[src/rtl/fp_compare_pipe.sv]
// Pipelined floating-point comparator with a valid/ready handshake (GE/GT/LE/LT/EQ/NE/MIN/MAX).
// Define FP_COMPARE_UNORD_EN to add the 'unord' output, which flags a NaN operand.
module fp_compare_pipe #(
    parameter int WE     = 11,
    parameter int WF     = 11,
    parameter int STAGES = 2,
    localparam int W     = WE + WF + 3
) (
    input  logic         clk,
    input  logic         rst,
    input  logic         in_valid,
    output logic         in_ready,
    input  logic [W-1:0] inA,
    input  logic [W-1:0] inB,
    input  logic [2:0]   op,
    output logic         out_valid,
    input  logic         out_ready,
`ifdef FP_COMPARE_UNORD_EN
    output logic         unord,
`endif
    output logic         flag,
    output logic [W-1:0] res
);

    localparam logic [2:0] OP_GE  = 3'b000;
    localparam logic [2:0] OP_GT  = 3'b001;
    localparam logic [2:0] OP_LE  = 3'b010;
    localparam logic [2:0] OP_LT  = 3'b011;
    localparam logic [2:0] OP_EQ  = 3'b100;
    localparam logic [2:0] OP_NE  = 3'b101;
    localparam logic [2:0] OP_MIN = 3'b110;

    // Total order rank: -inf < -normal < zero < +normal < +inf (NaN is handled separately).
    function automatic logic [2:0] rank(input logic [1:0] exn, input logic sgn);
        case (exn)
            2'b01:   rank = sgn ? 3'd1 : 3'd3;
            2'b10:   rank = sgn ? 3'd0 : 3'd4;
            default: rank = 3'd2;
        endcase
    endfunction

    logic [1:0]       a_exn, b_exn;
    logic             a_sgn, b_sgn;
    logic [WE+WF-1:0] a_mag, b_mag;
    logic [2:0]       a_rank, b_rank;
    logic             a_nan, b_nan, any_nan;
    logic             both_norm, mag_eq, mag_lt;
    logic             eq, lt, sel_a;
    logic             flag_d;
    logic [W-1:0]     res_d;

    logic              en;
    logic [STAGES-1:0] vld_q;
    logic [STAGES-1:0] flag_q;
    logic [W-1:0]      res_q [STAGES];

    // NOTE: every variable gets a default at the top of always_comb so no path infers a latch.
    always_comb begin
        a_exn     = inA[W-1:W-2];
        b_exn     = inB[W-1:W-2];
        a_sgn     = inA[W-3];
        b_sgn     = inB[W-3];
        a_mag     = inA[WE+WF-1:0];
        b_mag     = inB[WE+WF-1:0];
        a_rank    = rank(a_exn, a_sgn);
        b_rank    = rank(b_exn, b_sgn);
        a_nan     = (a_exn == 2'b11);
        b_nan     = (b_exn == 2'b11);
        any_nan   = a_nan || b_nan;
        both_norm = (a_rank == b_rank) && (a_exn == 2'b01);
        mag_eq    = (a_mag == b_mag);
        mag_lt    = (a_mag < b_mag);

        // Equal-sign normals compare by magnitude, reversed when negative.
        eq = (a_rank == b_rank) && (!both_norm || mag_eq);
        lt = (a_rank < b_rank)
             || (both_norm && (a_sgn ? (!mag_lt && !mag_eq) : mag_lt));

        sel_a  = 1'b1;
        flag_d = 1'b0;
        res_d  = inA;
        case (op)
            OP_GE: flag_d = !any_nan && !lt;
            OP_GT: flag_d = !any_nan && !lt && !eq;
            OP_LE: flag_d = !any_nan && (lt || eq);
            OP_LT: flag_d = !any_nan && lt;
            OP_EQ: flag_d = !any_nan && eq;
            OP_NE: flag_d = any_nan || !eq;
            default: begin
                if (a_nan && b_nan)  sel_a = 1'b1;
                else if (a_nan)      sel_a = 1'b0;
                else if (b_nan)      sel_a = 1'b1;
                else if (op == OP_MIN) sel_a = eq || lt;
                else                 sel_a = !lt;
                flag_d = sel_a;
                res_d  = sel_a ? inA : inB;
            end
        endcase
    end

    assign en        = !out_valid || out_ready;
    assign in_ready  = en;
    assign out_valid = vld_q[STAGES-1];
    assign flag      = flag_q[STAGES-1];
    assign res       = res_q[STAGES-1];

    // NOTE: sequential state uses non-blocking assignments so all stages shift from pre-edge values.
    always_ff @(posedge clk or posedge rst) begin
        if (rst) begin
            vld_q  <= '0;
            flag_q <= '0;
            for (int i = 0; i < STAGES; i++) res_q[i] <= '0;
        end else if (en) begin
            vld_q[0]  <= in_valid;
            flag_q[0] <= flag_d;
            res_q[0]  <= res_d;
            for (int i = 1; i < STAGES; i++) begin
                vld_q[i]  <= vld_q[i-1];
                flag_q[i] <= flag_q[i-1];
                res_q[i]  <= res_q[i-1];
            end
        end
    end

`ifdef FP_COMPARE_UNORD_EN
    logic [STAGES-1:0] unord_q;

    always_ff @(posedge clk or posedge rst) begin
        if (rst) begin
            unord_q <= '0;
        end else if (en) begin
            unord_q[0] <= any_nan;
            for (int i = 1; i < STAGES; i++) unord_q[i] <= unord_q[i-1];
        end
    end

    assign unord = unord_q[STAGES-1];
`endif

endmodule

[config.mk]
export PLATFORM = sky130hd
export DESIGN_NAME = fp_compare_pipe
export DESIGN_NICKNAME = d
export VERILOG_FILES = /design/src/rtl/fp_compare_pipe.sv
export SDC_FILE = /design/constraint.sdc
export NUM_CORES = 1
export LEC_CHECK = 0
export ABC_AREA = 1
export CAP_MARGIN = 20
export CELL_PAD_IN_SITES_DETAIL_PLACEMENT = 1
export CELL_PAD_IN_SITES_GLOBAL_PLACEMENT = 1
export CORE_MARGIN = 2
export CORE_UTILIZATION = 37
export DETAILED_ROUTE_END_ITERATION = 10
export PLACE_DENSITY = 0.77
export SYNTH_ARGS = -nofsm -noshare
export SYNTH_HDL_FRONTEND = slang
export SYNTH_SLANG_ARGS = --single-unit
[constraint.sdc]
create_clock -name clk -period 2 [get_ports clk]
set_input_delay 0.3 -clock clk [delete_from_list [all_inputs] [get_ports clk]]
set_output_delay 0.3 -clock clk [all_outputs]
set_load 0.1 [all_outputs]
==> impl_metrics.py, run 1 <==
metrics = {
    "synthesis": {
        "synthXorXnorAreaFrac_pct": 0,
        "post_synth_mux_area_share_pct": 0,
        "post_synth.cell_area_avg_um2": 7.725,
        "synth.most_common_cell": "sky130_fd_sc_hd__nand2_1",
        "synth-async-reset-ratio_pct": 100.0,
        "synth_cells": 500,
        "synth_common_cells": "sky130_fd_sc_hd__nand2_1 (165), sky130_fd_sc_hd__inv_1 (68), sky130_fd_sc_hd__dfrtp_1 (54), sky130_fd_sc_hd__nand2_2 (42), sky130_fd_sc_hd__nand3_1 (36)",
        "synth_compound_gate_area_share_pct": 2.138,
        "synth_enable_flop_cells": 0,
        "synth-simple-area-share_pct": 37.19,
        "dominantRegCellSynth": "sky130_fd_sc_hd__dfrtp_1",
        "ys_warn_count": 0,
        "synth_area_leaders": "sky130_fd_sc_hd__dfrtp_1 (35%), sky130_fd_sc_hd__nand2_1 (16%), sky130_fd_sc_hd__ha_1 (10%)",
        "netlist-cell-type-count": 29,
        "post_synth_instance_area_um2": 3862,
        "share_of_the_synthesized_area_in_the_top_cell_type_pct": 34.99,
        "postSynthRegisterBits": 54,
        "synthDominantAreaCellType": "sky130_fd_sc_hd__dfrtp_1",
        "synth_fa_ha_area_share_pct": 10.04,
        "synth_top_family_by_area": "simple AND/OR/NAND/NOR gates",
        "syn_nets": 588,
        "synth_seq_area_share_pct": 34.99,
    },
    "cts": {
        "cts_inserted_buffers": 5,
        "clockBufferDepth": 2,
        "clk_pin_slew_ps": 100,
        "clk_latency_ps": 310,
        "numClockSinks": 54,
        "hold_buffers": 0,
        "cts_max_level": 2,
        "cts_tree": "yes",
        "clock_tree.root_cell": "sky130_fd_sc_hd__clkbuf_8",
    },
    "worst_setup_path": {
        "worstSetupStartpoint": "inB[10]",
        "critical_path.startpoint_type": "primary input",
        "timing.critical_path.slowest_cell_delay_ps": 270,
        "path_max_fanout": 5,
        "timing.critical_path.to_type": "flip-flop",
        "slowest_stage": "sky130_fd_sc_hd__ha_4",
        "critPathArrivalTime_ps": 2480,
        "worst-endpoint-required_ps": 2250,
        "reg2reg_from": "vld_q[1]",
        "worst-setup-path-type": "in2reg",
        "timing.critical_path.cells": "buf_6, inv_4, ha_4, nand2_4, nor2_4, nand2_4, nor2_2, nand3b_1, buf_6, a21oi_4, nor2_2, nand3_2, nand3_4, buf_12, clkbuf_16, nand3_4, nand3_2, nand2_2",
    },
    "worst_hold_path": {
        "hold_path_startpoint": "inA[10]",
        "hold_path.class": "in2reg",
    },
    "timing": {
        "timing.final.ws_setup_ps": -229.3,
        "grt_setup_unrepaired": "true",
        "setup_viol_count_final": 26,
        "final_max_slew_viol_count": 0,
        "finalHoldViolations": 0,
        "timing.fmax_mhz": 448.6,
        "layout_min_cycle_time_ps": 2229,
        "final.period_utilization_pct": 111.5,
        "worst_pin_slew_ps": 301.8,
        "tns_ps": -4832,
        "relSlewSlack_pct": 79.88,
        "fin_skew_ps": 8.828,
    },
    "power": {
        "power.share.switching_pct": 46.41,
        "internal-power_mw": 2.637,
        "switching_power_mw": 2.284,
        "power-per-cell-area_nw_per_um2": 795.6,
        "comb_power_share_pct": 53.4,
        "power_leakage_nw": 3.132,
        "seqPwrFrac_pct": 29.0,
        "ir_worst_vdd_mv": 0.5036,
        "p_clk_share_pct": 17.5,
    },
    "status": {
        "failing_checks": "negative setup slack",
        "result_of_the_run": "finished, violations left",
    },
    "grt": {
        "grt_antenna_before_repair": 0,
        "grt_first_pass_wirelength_um": 21130,
        "grt_util_all_layers_pct": 24.13,
        "vias_in_the_first_global_route": 4060,
        "grt_max_degree": 55,
        "grt_overflow_total": 0,
    },
    "die": {
        "die_area_um2": 11270,
        "placeableCoreArea_um2": 10230,
        "floorplan.die.height_um": 106.2,
        "pin_count": 85,
        "start_util_pct": 37.75,
        "die_x_um": 106.2,
        "floorplan.rows": 37,
    },
    "routing": {
        "post_drt_wl_per_cell_um": 20.40,
        "drt-pass1-iter-count": 4,
        "via_count": 3932,
        "dr.first_iter.drc_count": 176,
        "post-route-drc-count": 0,
        "routed_via_density": 5.047,
        "route.antenna.remaining_nets": 0,
        "routed_wl_um": 15890,
    },
    "place": {
        "port_buffers": 84,
        "dpl_worst_slack_ps": -899.8,
        "dp_hpwl_um": 8121,
        "post-place-cells": 735,
        "detailed_place.area_um2": 5191,
        "place.gp.congestion": 0.8576,
    },
    "layout": {
        "layoutNonFillerInstCount": 779,
        "number_of_nets_in_the_finished_design": 730,
        "layout-area-overhead-vs-synth_pct": 60.12,
        "drive_above_1_share_pct": 58.48,
        "fillCellCount": 1191,
        "post-route-util_pct": 60.45,
        "stdcell_area_um2": 6185,
        "antennaDiodeCount": 0,
    },
    "job": {
        "cap_violations": 0,
    },
}
logic make-up after synthesis:
| kind of cell | Yosys count |
|---|---|
| AO/OA/AOI/OAI | 15 |
| adder cells (fa/ha/maj) | 31 |
| AND/OR/NAND/NOR | 290 |
| flip-flops | 54 |
| buffers and inverters | 110 |
critical path: cells and delay by family:
kind	cells	cell delay (ps)
simple gates	11	1130
buf+inv	5	620
compound gates	1	140
fa+ha+maj	1	270
per-layer routing:
layer  vias up  global-route usage, %  wire length [µm]
met4         0                  8.835               718
met3        53                  2.820               783
met1      1929                  28.41              6115
met5         -                      0                 0
li1       1804                      -                 -
met2       146                  44.73              8271
state kept, by name (all words and copies together) (netlist names):
name,cells
vld_q,2
res_q,25
res,25
flag_q,2
cell type report:
class / instances / area, µm² / area share [%]
Inverter: 69 / 286.5 / 4.633
Tap cell: 136 / 170.2 / 2.751
Sequential cell: 54 / 1353 / 21.87
Clock buffer: 5 / 68.82 / 1.113
Multi-Input combinational cell: 339 / 2774 / 44.85
Timing Repair Buffer: 173 / 1464 / 23.67
Clock inverter: 3 / 68.82 / 1.113
layout by cell type, fill, tap and decap left out, types with 5 or more instances in the layout:
cell type                         count
sky130_fd_sc_hd__inv_1               38
sky130_fd_sc_hd__inv_2               23
sky130_fd_sc_hd__buf_4              106
sky130_fd_sc_hd__nand3_4              8
sky130_fd_sc_hd__nand3_2             39
sky130_fd_sc_hd__ha_4                27
sky130_fd_sc_hd__nor2_4              11
sky130_fd_sc_hd__inv_4                6
sky130_fd_sc_hd__clkbuf_2             6
sky130_fd_sc_hd__clkbuf_8             5
sky130_fd_sc_hd__dfrtp_1             53
sky130_fd_sc_hd__clkdlybuf4s50_1      6
sky130_fd_sc_hd__buf_6               20
sky130_fd_sc_hd__nand2_4             18
sky130_fd_sc_hd__nand2_1            139
sky130_fd_sc_hd__nand2_2             50
sky130_fd_sc_hd__nand3_1             11
sky130_fd_sc_hd__buf_2               22
sky130_fd_sc_hd__buf_12               6
final timing paths:
path | to | cells past startpoint | slack (ps)
hold reg to reg | vld_q[1] | 2 | 460
max in group asynchronous | vld_q[0] | 3 | 1420
hold / removal | res_q[35] | 5 | 320
setup / recovery | res_q[39] | 18 | -230
setup reg to reg | res_q[41] | 6 | 690
min in group asynchronous | vld_q[1] | 3 | 350
stage by stage:
| step | hold slack, ps | power (mW) |
|---|---|---|
| after global placement | 433.0 | 3.515 |
| after floorplan | 419.7 | 3.125 |
| after detailed placement | 441.7 | 3.569 |
| after CTS | 330.3 | 4.644 |
| final | 318.9 | 4.920 |
| after global routing | 333.4 | 5.124 |
power groups by stage:
| stage | combinational [mW] | clock [mW] | sequential (mW) |
|---|---|---|---|
| floorplan | 1.67 | 0 | 1.46 |
| finish | 2.63 | 0.863 | 1.43 |
| global placement | 2.09 | 0 | 1.43 |
| CTS | 2.34 | 0.885 | 1.41 |
| global route | 2.75 | 0.923 | 1.45 |
| detailed placement | 2.13 | 0 | 1.44 |
timing repair:
| action | CTS | global route |
|---|---|---|
| setup endpoints to repair | 26 | 26 |
| pin swaps | 62 | 86 |
| gates cloned | 5 | 1 |
| gates resized for setup | 240 | 113 |
| setup buffers | 19 | 13 |
Note: power is estimated with default switching activity, not from simulation.
==> run 2, diff against run 1 <==
--- a/config.mk
+++ b/config.mk
@@ -13,6 +13,7 @@
 export CORE_UTILIZATION = 37
 export DETAILED_ROUTE_END_ITERATION = 10
 export PLACE_DENSITY = 0.77
+export SETUP_SLACK_MARGIN = 0.05
 export SYNTH_ARGS = -nofsm -noshare
 export SYNTH_HDL_FRONTEND = slang
 export SYNTH_SLANG_ARGS = --single-unit
==> run 2 against run 1 <==
The flow still finishes with violations (negative setup slack). First-iteration DRC count is 26% higher. Register-to-register slack worse by 20 ps. Sequential cell count stayed put. Sequential power hardly changed. Final area is 4.8% higher. Core utilization is 2.9 points higher. Count of clock-buffer cells in the layout is 1 higher. Combinational power is 4% higher. Critical path depth is 1 lower. Non-clock buffer count is 29 higher. Clock power is 31% lower. Critical endpoint is now res_q[47]. Largest cell class unchanged.
==> impl_metrics.py, run 2 (synthesis gave the netlist of run 1 again) <==
metrics = {
    "worst_setup_path": {
        "critical_path.startpoint_type": "primary input",
        "worst_r2r_endpoint": "res_q[47]",
        "reg2reg_from": "vld_q[1]",
        "critPathArrivalTime_ps": 2480,
        "worstSetupEndpoint": "res_q[47]",
        "worst-endpoint-required_ps": 2210,
        "timing.critical_path.to_type": "flip-flop",
        "path_max_fanout": 7,
        "worstSetupStartpoint": "inB[2]",
        "reg2reg_setup_slack_ps": 670,
        "rr_worst_depth": 6,
        "worst-setup-path-type": "in2reg",
    },
    "die": {
        "floorplan.rows": 37,
        "start_util_pct": 37.75,
        "pin_count": 85,
        "floorplan.die.height_um": 106.2,
        "die_x_um": 106.2,
        "die_area_um2": 11270,
        "placeableCoreArea_um2": 10230,
    },
    "power": {
        "power-per-cell-area_nw_per_um2": 735.7,
        "total_power_mw": 4.768,
        "power_leakage_nw": 3.258,
        "ir_worst_vdd_mv": 0.5540,
    },
    "routing": {
        "post-route-drc-count": 0,
        "route.antenna.remaining_nets": 0,
        "routed_via_density": 5.144,
        "dr.first_iter.drc_count": 221,
        "drt-pass1-iter-count": 4,
        "via_count": 4151,
        "post_drt_wl_per_cell_um": 22.52,
        "routed_wl_um": 18180,
    },
    "cts": {
        "clock_tree.root_cell": "sky130_fd_sc_hd__clkbuf_8",
        "clk_latency_ps": 320,
        "hold_buffers": 0,
        "cts_tree": "yes",
        "numClockSinks": 54,
        "cts_inserted_buffers": 5,
        "clk_pin_slew_ps": 100,
        "clockBufferDepth": 2,
        "cts_max_level": 2,
    },
    "timing": {
        "relSlewSlack_pct": 77.60,
        "worst_pin_slew_ps": 336.0,
        "grt_setup_unrepaired": "true",
        "setup_viol_count_final": 26,
        "final.period_utilization_pct": 113.5,
        "layout_min_cycle_time_ps": 2270,
        "final_max_slew_viol_count": 0,
        "finalHoldViolations": 0,
        "fin_skew_ps": 17.39,
        "timing.final.ws_setup_ps": -269.6,
        "timing.fmax_mhz": 440.6,
    },
    "status": {
        "failing_checks": "negative setup slack",
        "result_of_the_run": "finished, violations left",
    },
    "layout": {
        "layoutNonFillerInstCount": 807,
        "post-route-util_pct": 63.35,
        "most_common_cell_after_layout_fill_and_taps_aside": "sky130_fd_sc_hd__nand2_1",
        "drive_above_1_share_pct": 60.21,
        "antennaDiodeCount": 0,
        "mostFrequentLayoutCells": "sky130_fd_sc_hd__nand2_1 (138), sky130_fd_sc_hd__buf_4 (137), sky130_fd_sc_hd__dfrtp_1 (53), sky130_fd_sc_hd__nand2_2 (46), sky130_fd_sc_hd__inv_1 (38)",
        "number_of_nets_in_the_finished_design": 759,
        "layout-area-overhead-vs-synth_pct": 67.80,
    },
    "grt": {
        "vias_in_the_first_global_route": 4429,
        "grt_antenna_before_repair": 0,
        "grt_max_degree": 55,
        "grt_util_all_layers_pct": 26.45,
        "grt_overflow_total": 0,
        "grt_first_pass_wirelength_um": 23250,
    },
    "job": {
        "cap_violations": 0,
    },
    "place": {
        "port_buffers": 84,
        "place.gp.congestion": 0.8695,
        "post-place-cells": 736,
        "dp_hpwl_um": 8187,
    },
    "worst_hold_path": {
        "hold_path.class": "in2async",
    },
}
-- run 2: cell count changes in the layout (fill, tap and decap cells not counted), moves of 2 or more --
cell                        delta
sky130_fd_sc_hd__nand3_2       -5
sky130_fd_sc_hd__nand3_1       -3
sky130_fd_sc_hd__nand2_4       +5
sky130_fd_sc_hd__nand3_4       +8
sky130_fd_sc_hd__nand2_2       -4
sky130_fd_sc_hd__buf_4        +31
sky130_fd_sc_hd__bufinv_16     -2
sky130_fd_sc_hd__a21oi_1       +2
sky130_fd_sc_hd__clkbuf_2      +4
sky130_fd_sc_hd__buf_2         -9
sky130_fd_sc_hd__buf_12        +4
-- run 2: worst max-delay path, stage by stage --
cell and delay, ps:
sky130_fd_sc_hd__clkdlybuf4s15_1 230, sky130_fd_sc_hd__inv_2 80, sky130_fd_sc_hd__ha_4 270, sky130_fd_sc_hd__nand2_2 60
sky130_fd_sc_hd__nor2_4 120, sky130_fd_sc_hd__buf_6 110, sky130_fd_sc_hd__nand3b_1 120, sky130_fd_sc_hd__nand2_1 120
sky130_fd_sc_hd__nand2_2 70, sky130_fd_sc_hd__nand3_4 120, sky130_fd_sc_hd__nand3_2 100, sky130_fd_sc_hd__nand3_4 170
sky130_fd_sc_hd__buf_12 170, sky130_fd_sc_hd__buf_16 150, sky130_fd_sc_hd__nand3_2 70, sky130_fd_sc_hd__nand3_1 120
sky130_fd_sc_hd__nand2_1 80
-- run 2: layer usage --
layer	up-vias	routed length, µm	global-route usage, %
li1	1855	-	-
met1	2067	7011	30.93
met2	156	9548	48.76
met3	73	673	2.882
met4	0	943	11.09
met5	-	0	0
-- run 2: where the power goes --
group / total (mW) / internal (mW) / switching [mW]
clock network: 0.593 / 0.241 / 0.352
logic: 2.74 / 0.875 / 1.86
registers: 1.44 / 1.30 / 0.141
total: 4.77 / 2.41 / 2.35
-- run 2: stage by stage --
step / instance area (µm²) / worst slack [ps] / TNS [ps] / hold WS, ps
after floorplan: 4109 / -7.093 / -14.19 / 419.7
after global routing: 6481 / -348.8 / -6371 / 365.1
after global placement: 5211 / -792.6 / -20130 / 434.3
final: 6481 / -269.6 / -4815 / 328.2
after detailed placement: 5211 / -873.1 / -21950 / 444.5
after CTS: 6051 / -5.923 / -17.97 / 351.1
-- run 2: layout make-up --
type | instances | area, µm²
Clock buffer | 6 | 72.57
Inverter | 69 | 296.5
Fill cell | 1159 | 3750
Timing Repair Buffer | 202 | 1727
Clock inverter | 1 | 7.507
Multi-Input combinational cell | 339 | 2855
Tap cell | 136 | 170.2
Sequential cell | 54 | 1353
-- run 2: worst min path at each step --
| stage | from | to | cells after the start |
|---|---|---|---|
| finish | rst | res[20] | 3 |
| global route | rst | res[20] | 3 |
| CTS | rst | res_q[37] | 3 |
| detailed placement | vld_q[0] | vld_q[1] | 2 |
| global placement | vld_q[0] | vld_q[1] | 2 |
| floorplan | vld_q[0] | vld_q[1] | 2 |
-- run 2: repair_timing --
| item | in CTS | in global routing |
|---|---|---|
| resized for setup | 249 | 119 |
| gates cloned | 6 | 0 |
| buffers inserted | 51 | 12 |
| pin swaps | 88 | 74 |
| endpoints found under the hold margin | 0 | 0 |
| endpoints found under the setup margin | 26 | 26 |
==> run 3, diff against run 2 <==
--- a/config.mk
+++ b/config.mk
@@ -12,7 +12,7 @@
 export CORE_MARGIN = 2
 export CORE_UTILIZATION = 37
 export DETAILED_ROUTE_END_ITERATION = 10
-export PLACE_DENSITY = 0.77
+export PLACE_DENSITY_LB_ADDON = 0.1
 export SETUP_SLACK_MARGIN = 0.05
 export SYNTH_ARGS = -nofsm -noshare
 export SYNTH_HDL_FRONTEND = slang
==> run 3 against run 2 <==
The flow still finishes with violations (negative setup slack). Global-route usage down 4.9 points. Combinational power fell by 10%. Power decreased by 3.4%. Worst hold slack better by 1.6 ps. Die area stayed put. Core utilization down 4.1 points. Critical path type unchanged. Highest routed layer unchanged.
==> impl_metrics.py, run 3 (synthesis gave the netlist of run 1 again) <==
metrics = {
    "status": {
        "result_of_the_run": "finished, violations left",
        "failing_checks": "negative setup slack",
    },
    "place": {
        "detailed_place.area_um2": 5184,
        "port_buffers": 84,
        "place.gp.congestion": 0.7896,
        "dp_hpwl_um": 7802,
    },
    "cts": {
        "hold_buffers": 0,
        "cts_max_level": 2,
        "cts_tree": "yes",
        "numClockSinks": 54,
        "clock_tree.root_cell": "sky130_fd_sc_hd__clkbuf_8",
        "clk_pin_slew_ps": 90,
        "clk_latency_ps": 310,
        "clockBufferDepth": 2,
        "cts_inserted_buffers": 5,
    },
    "power": {
        "ir_worst_vdd_mv": 0.6003,
        "seqPwrFrac_pct": 30.7,
        "power.share.switching_pct": 46.75,
        "power-per-cell-area_nw_per_um2": 759.6,
        "power_leakage_nw": 3.038,
        "comb_power_share_pct": 53.4,
        "p_clk_share_pct": 15.9,
        "total_power_mw": 4.607,
        "internal-power_mw": 2.453,
        "switching_power_mw": 2.154,
    },
    "worst_setup_path": {
        "critical_path.startpoint_type": "primary input",
        "critPathArrivalTime_ps": 2390,
        "path_max_fanout": 7,
        "worst-setup-path-type": "in2reg",
        "timing.critical_path.to_type": "flip-flop",
        "worst-endpoint-required_ps": 2210,
    },
    "job": {
        "cap_violations": 0,
    },
    "die": {
        "placeableCoreArea_um2": 10230,
        "start_util_pct": 37.75,
        "pin_count": 85,
        "floorplan.die.height_um": 106.2,
        "die_area_um2": 11270,
        "die_x_um": 106.2,
        "floorplan.rows": 37,
    },
    "grt": {
        "grt_overflow_total": 0,
        "grt_util_all_layers_pct": 21.53,
        "grt_first_pass_wirelength_um": 19230,
        "groute.layer.met2.usage_pct": 37.50,
        "met1_demand_to_capacity_share_in_global_routing_pct": 27.93,
        "grt_antenna_before_repair": 0,
        "vias_in_the_first_global_route": 3884,
        "grt_max_degree": 55,
        "met3_usage_pct": 2.330,
        "top_usage_layer": "met2",
    },
    "routing": {
        "drt-pass1-iter-count": 4,
        "post-route-drc-count": 0,
        "route.antenna.remaining_nets": 0,
        "routed_via_density": 4.796,
        "dr.first_iter.drc_count": 173,
        "post_drt_wl_per_cell_um": 16.78,
        "via_count": 3693,
        "routed_wl_um": 12920,
    },
    "layout": {
        "antennaDiodeCount": 0,
        "mostFrequentLayoutCells": "sky130_fd_sc_hd__nand2_1 (142), sky130_fd_sc_hd__buf_4 (100), sky130_fd_sc_hd__dfrtp_1 (53), sky130_fd_sc_hd__nand2_2 (45), sky130_fd_sc_hd__inv_1 (40)",
        "drive_above_1_share_pct": 54.10,
        "stdcell_area_um2": 6065,
        "most_common_cell_after_layout_fill_and_taps_aside": "sky130_fd_sc_hd__nand2_1",
        "layout-area-overhead-vs-synth_pct": 57.01,
        "number_of_nets_in_the_finished_design": 722,
    },
    "timing": {
        "setup_viol_count_final": 26,
        "timing.final.ws_setup_ps": -181.1,
        "finalHoldViolations": 0,
        "timing.fmax_mhz": 458.5,
        "final_max_slew_viol_count": 0,
        "layout_min_cycle_time_ps": 2181,
        "final.period_utilization_pct": 109.1,
        "relSlewSlack_pct": 71.10,
        "grt_setup_unrepaired": "true",
        "worst_pin_slew_ps": 433.5,
        "fin_skew_ps": 5.198,
    },
    "worst_hold_path": {
        "hold_path.class": "in2reg",
    },
}
run 3: cell types whose count changed in the layout (fill, tap and decap cells not counted), sizes merged:
cell           change
dlygate4sd2        +5
clkinvlp           -1
bufinv             +1
clkdlybuf4s15     +10
clkbuf             -6
buf               -46
run 3: power groups by stage:
| stage | Clock, mW | Sequential (mW) | Combinational (mW) |
|---|---|---|---|
| floorplan | 0 | 1.46 | 1.66 |
| global placement | 0 | 1.43 | 2.08 |
| detailed placement | 0 | 1.44 | 2.12 |
| CTS | 0.766 | 1.42 | 2.33 |
| global route | 0.808 | 1.44 | 2.59 |
| finish | 0.734 | 1.41 | 2.46 |
run 3: final timing paths:
path                       slack, ps   endpoint  cells after the start      from
min in group asynchronous        350   vld_q[1]                      3       rst
min                              330  res_q[34]                      5    inA[9]
min reg2reg                      450   vld_q[1]                      2  vld_q[0]
max in group asynchronous       1410  res_q[44]                      3       rst
max reg2reg                      730  res_q[26]                      6  vld_q[1]
max                             -180  res_q[32]                     18    inB[1]
run 3: per-layer routing:
layer | wire length [µm] | part of all wire [%] | vias to the layer above
met5 | 0 | 0 | -
met2 | 6373 | 49 | 99
li1 | - | - | 1784
met4 | 432 | 3.3 | 0
met1 | 5695 | 44 | 1773
met3 | 417 | 3.2 | 37
run 3: stage by stage:
| stage | instances | utilization (%) | hold slack, ps | setup TNS, ps | setup WS [ps] |
|---|---|---|---|---|---|
| floorplan | 500 | - | 419.7 | -14.19 | -7.093 |
| global placement | 734 | 50.67 | 433.2 | -21130 | -843.4 |
| detailed placement | 734 | 50.67 | 431.7 | -23470 | -945.6 |
| CTS | 764 | 56.00 | 332.1 | -988.8 | -58.06 |
| finish | 770 | 59.28 | 329.7 | -3653 | -181.1 |
| global route | 770 | 59.28 | 330.4 | -5728 | -263.4 |
run 3: layout make-up:
cell class | instances | area (µm²)
Sequential cell | 54 | 1353
Fill cell | 1221 | 4167
Inverter | 69 | 286.5
Clock buffer | 6 | 82.58
Tap cell | 136 | 170.2
Clock inverter | 1 | 30.03
Multi-Input combinational cell | 339 | 2760
Timing Repair Buffer | 165 | 1383
run 3: worst max-delay path, cell delays in order:
cell and delay [ps]:
sky130_fd_sc_hd__dlygate4sd2_1 240, sky130_fd_sc_hd__inv_2 80, sky130_fd_sc_hd__ha_4 210, sky130_fd_sc_hd__nand2_1 100, sky130_fd_sc_hd__nand2_1 70, sky130_fd_sc_hd__nand2_1 90
sky130_fd_sc_hd__nand3_2 100, sky130_fd_sc_hd__nand2_2 110, sky130_fd_sc_hd__nand4_1 160, sky130_fd_sc_hd__nand3_4 140, sky130_fd_sc_hd__nand2_4 70, sky130_fd_sc_hd__nand2_4 80
sky130_fd_sc_hd__nand3_4 110, sky130_fd_sc_hd__buf_12 170, sky130_fd_sc_hd__nand2_8 130, sky130_fd_sc_hd__nand2_4 70, sky130_fd_sc_hd__nand3_4 90, sky130_fd_sc_hd__nand2_2 60
run 3: what timing repair did:
action,CTS,global route
gates cloned,4,0
resized for setup,212,86
endpoints found under the setup margin,26,26
buffers inserted,19,9
pin swaps,66,70
